==> src/rtl/pipeline_hazard_controller.sv <==
// rtl/pipeline_hazard_controller.sv - 5-stage pipeline stall/flush/bubble control and halt drain sequencer
// Optional performance counters are enabled by defining HAZARD_PERF_CNT_EN.
module pipeline_hazard_controller #(
  parameter int FORWARDING   = 1,
  parameter int DRAIN_CYCLES = 3,
  parameter int CNT_W        = 16
) (
  input  logic             clk,
  input  logic             reset,
  input  logic             of_valid,
  input  logic [3:0]       of_rs1,
  input  logic             of_rs1_used,
  input  logic [3:0]       of_rs2,
  input  logic             of_rs2_used,
  input  logic             of_is_halt,
  input  logic             ex_isWb,
  input  logic [3:0]       ex_rd,
  input  logic             ex_isLd,
  input  logic             ma_isWb,
  input  logic [3:0]       ma_rd,
  input  logic             is_Branch_Taken,
  output logic             stall_pc,
  output logic             stall_if_of,
  output logic             flush_if_of,
  output logic             bubble_of_ex,
  output logic             isDataInterLock,
  output logic             isLastInstruction,
`ifdef HAZARD_PERF_CNT_EN
  output logic [CNT_W-1:0] perf_stall_cycles,
  output logic [CNT_W-1:0] perf_flush_count,
`endif
  output logic [1:0]       ctrl_state
);

  localparam int DW = (DRAIN_CYCLES > 1) ? $clog2(DRAIN_CYCLES) : 1;

  typedef enum logic [1:0] {
    ST_RUN    = 2'd0,
    ST_DRAIN  = 2'd1,
    ST_HALTED = 2'd2
  } state_t;

  state_t        state, state_nxt;
  logic [DW-1:0] drain_cnt, drain_cnt_nxt;
  logic          ex_match, ma_match, hz;

  assign ex_match = of_valid & ((of_rs1_used & (of_rs1 == ex_rd)) |
                                (of_rs2_used & (of_rs2 == ex_rd)));
  assign ma_match = of_valid & ((of_rs1_used & (of_rs1 == ma_rd)) |
                                (of_rs2_used & (of_rs2 == ma_rd)));

  // RW never conflicts: the register file writes in the first half-cycle.
  always_comb begin
    if (FORWARDING != 0) hz = ex_isWb & ex_isLd & ex_match;
    else                 hz = (ex_isWb & ex_match) | (ma_isWb & ma_match);
  end

  always_comb begin
    state_nxt       = state;
    drain_cnt_nxt   = drain_cnt;
    stall_pc        = 1'b0;
    stall_if_of     = 1'b0;
    flush_if_of     = 1'b0;
    bubble_of_ex    = 1'b0;
    isDataInterLock = 1'b0;
    case (state)
      ST_RUN: begin
        if (is_Branch_Taken) begin
          flush_if_of  = 1'b1;
          bubble_of_ex = 1'b1;
        end else if (hz) begin
          stall_pc        = 1'b1;
          stall_if_of     = 1'b1;
          bubble_of_ex    = 1'b1;
          isDataInterLock = 1'b1;
        end else if (of_is_halt && of_valid) begin
          state_nxt     = ST_DRAIN;
          drain_cnt_nxt = DW'(DRAIN_CYCLES - 1);
        end
      end
      ST_DRAIN: begin
        stall_pc    = 1'b1;
        flush_if_of = 1'b1;
        if (drain_cnt == '0) state_nxt = ST_HALTED;
        else                 drain_cnt_nxt = drain_cnt - DW'(1);
      end
      ST_HALTED: begin
        stall_pc    = 1'b1;
        stall_if_of = 1'b1;
        flush_if_of = 1'b1;
      end
      default: state_nxt = ST_RUN;
    endcase
  end

  always_ff @(posedge clk or posedge reset) begin
    if (reset) begin
      state             <= ST_RUN;
      drain_cnt         <= '0;
      isLastInstruction <= 1'b0;
    end else begin
      state     <= state_nxt;
      drain_cnt <= drain_cnt_nxt;
      if (state_nxt == ST_HALTED) isLastInstruction <= 1'b1;
    end
  end

  assign ctrl_state = state;

`ifdef HAZARD_PERF_CNT_EN
  // Both counters saturate; they only move in RUN, so they freeze once draining.
  always_ff @(posedge clk or posedge reset) begin
    if (reset) begin
      perf_stall_cycles <= '0;
      perf_flush_count  <= '0;
    end else begin
      if (isDataInterLock && (perf_stall_cycles != '1))
        perf_stall_cycles <= perf_stall_cycles + CNT_W'(1);
      if ((state == ST_RUN) && is_Branch_Taken && (perf_flush_count != '1))
        perf_flush_count <= perf_flush_count + CNT_W'(1);
    end
  end
`endif

endmodule

==> config.mk <==
export PLATFORM = sky130hd
export DESIGN_NAME = pipeline_hazard_controller
export DESIGN_NICKNAME = d
export VERILOG_FILES = /design/src/rtl/pipeline_hazard_controller.sv
export SDC_FILE = /design/constraint.sdc
export NUM_CORES = 1
export LEC_CHECK = 0
export ABC_AREA = 1
export CORE_MARGIN = 3
export CORE_UTILIZATION = 32
export DETAILED_ROUTE_END_ITERATION = 8
export PLACE_DENSITY = 0.78
export SLEW_MARGIN = 20
export SYNTH_ARGS = -nofsm -noshare
export SYNTH_HDL_FRONTEND = slang
export SYNTH_SLANG_ARGS = --single-unit
==> constraint.sdc <==
create_clock -name clk -period 1.5 [get_ports clk]
set_clock_uncertainty 0.05 [all_clocks]
set_input_delay 0.225 -clock clk [delete_from_list [all_inputs] [get_ports clk]]
set_output_delay 0.225 -clock clk [all_outputs]
set_load 0.03 [all_outputs]
==> flow_summary.toml, run 1 <==
[run_status]
run_status = "complete, but fails checks"
failed_checks = "setup timing"

[yosys]
synth_area_um2 = 554.3
ys_warn_count = 0
postSynthAreaPerCell_um2 = 5.835
synth_cell_type_count = 15
syn_nets = 126
yosys_register_bits = 5
ys_seq_area_frac = 0.2257
syn_inst = 95

[clock_network]
clk_pin_slew_ns = 0.05
clk_path_buf_depth = 2
clock_sinks = 5
numCtsBuffers = 3
clk_latency_ns = 0.25
cts_tree = "yes"
cts_max_level = 1
clockRootBuffer = "clkbuf_4"

[routing]
wire_per_inst_um = 12.25
num_vias = 724
drtAntennaViolNets = 0
wirelength_um = 1887
drt_iter0_drc = 16
dr.pass1.iters = 4
avgViaCountPerCell = 4.701
drcViolationCount = 0

[placed_design]
gp_congestion = 0.7899
dp.cells = 145
hpwlAfterDp_um = 1393
io_buffers = 28

[global_routing]
grt_max_degree = 7
grt_pass1_vias = 642
grt_pass1_wl_um = 2635
grt_use_total = 0.1724
grt-ovfl-total = 0
use_met2 = 0.3262
antenna_found_initial = 0
use_met1 = 0.1865
use_met3 = 0.04511
grt-busiest-layer = "met2"

[timing]
drv_slew = 0
slew-limit-headroom = 0.7732
period_share = 1.182
setup_tns_ns = -1.027
setup_viol = 5
hold_viol = 0
setup_ws_ns = -0.2730
timing.fmax_mhz = 564.0
tightest_slew_ns = 0.3416
period_needed_ns = 1.773
rsz0062_at_grt = "true"

[die]
dieHeight_um = 47.62
die_x_um = 47.62
io_pins = 34
die-area_um2 = 2268
core_um2 = 1577
floorplan.rows = 14
initial_core_util = 0.3516

[setup_path]
crit_fanout = 3
worst_ep_required_time_ns = 1.22
worstSetupPathType = "flip-flop to output port"
arrival_ns = 1.50
worstSetupEndpointType = "output port"
critPathLaunchType = "flip-flop"

[power]
irDropWorstVdd_mv = 0.2694
p_per_area_nw_per_um2 = 376.1
leakage_nw = 0.5824

[cells_and_area]
syn_to_final_growth_pct = 83.29
fin_util = 0.6444
fin_cells = 154
antenna_cells = 0
fin_nets = 170
layout-drive-gt1-share = 0.3116

[worst_hold_path]
hold_path.class = "input pin to asynchronous set/reset pin"

[run]
maxCapViolations = 0
[synth_stat cells (all sizes together)]
| cell type | instances | share of area |
|---|---|---|
| nand2 | 34 | 0.23 |
| inv | 21 | 0.14 |
| nor2 | 14 | 0.095 |
| a21oi | 5 | 0.052 |
| dfrtp | 5 | 0.23 |
| ha | 5 | 0.11 |
| nand3 | 4 | 0.045 |
| xnor2 | 2 | 0.032 |
| a21o | 1 | 0.014 |
| and3 | 1 | 0.014 |
| o21a | 1 | 0.014 |
| o21ai | 1 | 0.0090 |
| or2 | 1 | 0.016 |
[path summary, 6_finish.rpt]
path                       slack (ns)  cells after the start                     startpoint                            end
setup reg to reg                 0.02                     12        ctrl_state[1]$_DFF_PP0_  isLastInstruction$_DFFE_PP0N_
min in group clk                 0.40                      2  isLastInstruction$_DFFE_PP0N_  isLastInstruction$_DFFE_PP0N_
setup / recovery                -0.27                      6        ctrl_state[0]$_DFF_PP0_                       stall_pc
hold / removal                   0.14                      2                          reset       drain_cnt[1]$_DFFE_PP0P_
hold reg to reg                  0.40                      2  isLastInstruction$_DFFE_PP0N_  isLastInstruction$_DFFE_PP0N_
max in group asynchronous        1.06                      2                          reset        ctrl_state[1]$_DFF_PP0_
[layout by cell type, fill, tap and decap left out, types with 3 or more instances in the layout]
cell,synthesis,routed
clkdlybuf4s15_1,0,4
dlygate4sd2_1,0,10
clkbuf_2,0,3
nand3_1,3,3
clkbuf_4,0,3
clkdlybuf4s50_1,0,4
inv_1,21,17
dfrtp_1,5,3
nor2_1,14,12
inv_2,0,4
nand2_1,34,32
buf_6,0,7
buf_4,0,9
[what timing repair did]
item / 4_1_cts / 5_1_grt
buffers inserted: 2 / 3
setup endpoints to repair: 13 / 8
pin swaps: 23 / 18
gates resized for setup: 40 / 17
hold buffers: 0 / 0
[logic make-up after synthesis]
group           Yosys count  synth area share
flops                     5            0.2257
compound gates            8           0.08804
fa+ha+maj                 5            0.1129
buf+inv                  21            0.1422
xor+xnor                  2           0.03161
simple gates             54            0.3995
[area by class of cell]
cell class                 instances  area (um^2)
multi-input combinational         69        424.2
fill                             153        560.5
clock buffer                       4        26.28
sequential                         5        127.6
timing repair buffer              39        339.1
inverter                          21        78.83
tap                               16        20.02
[report_power, final]
part           switching [mW]  internal, mW
combinational          0.0373        0.0490
sequential                  0         0.135
clock                  0.0596         0.101
total                  0.0969         0.285
[per-layer routing]
layer | vias up | share of wire
met5 | - | 0
met4 | 0 | 0.0032
met3 | 2 | 0.049
met2 | 24 | 0.56
met1 | 325 | 0.39
li1 | 373 | -
[state kept, by name, summed over array words and instances (netlist names)]
| register | count |
|---|---|
| drain_cnt | 2 |
| isLastInstruction | 1 |
| ctrl_state | 2 |
[critical path, cell delays in order, from the launching register on]
cell,delay [ns]
dfrtp_2,0.41
inv_2,0.09
ha_4,0.15
nand3_2,0.07
or2_4,0.26
a21oi_4,0.15
buf_6,0.14
[metrics by stage]
step / setup WS [ns] / power (mW) / hold slack, ns / area (um^2)
after floorplan: -0.09928 / 0.1693 / -0.04662 / 580.6
after global placement: -0.5341 / 0.2335 / 0.3790 / 913.4
after detailed placement: -0.5569 / 0.2360 / 0.3987 / 913.4
after CTS: -0.2570 / 0.3895 / 0.1352 / 974.7
after global routing: -0.3420 / 0.4141 / 0.1552 / 1016
final: -0.2730 / 0.3821 / 0.1354 / 1016
(Power assumes the default switching activity.)
==> inputs of run 2 (changes only) <==
- CTS_CLUSTER_DIAMETER: unset -> 50
==> results of run 2 <==
Same layout as run 1: the final DEF is identical, and so are final timing and power.
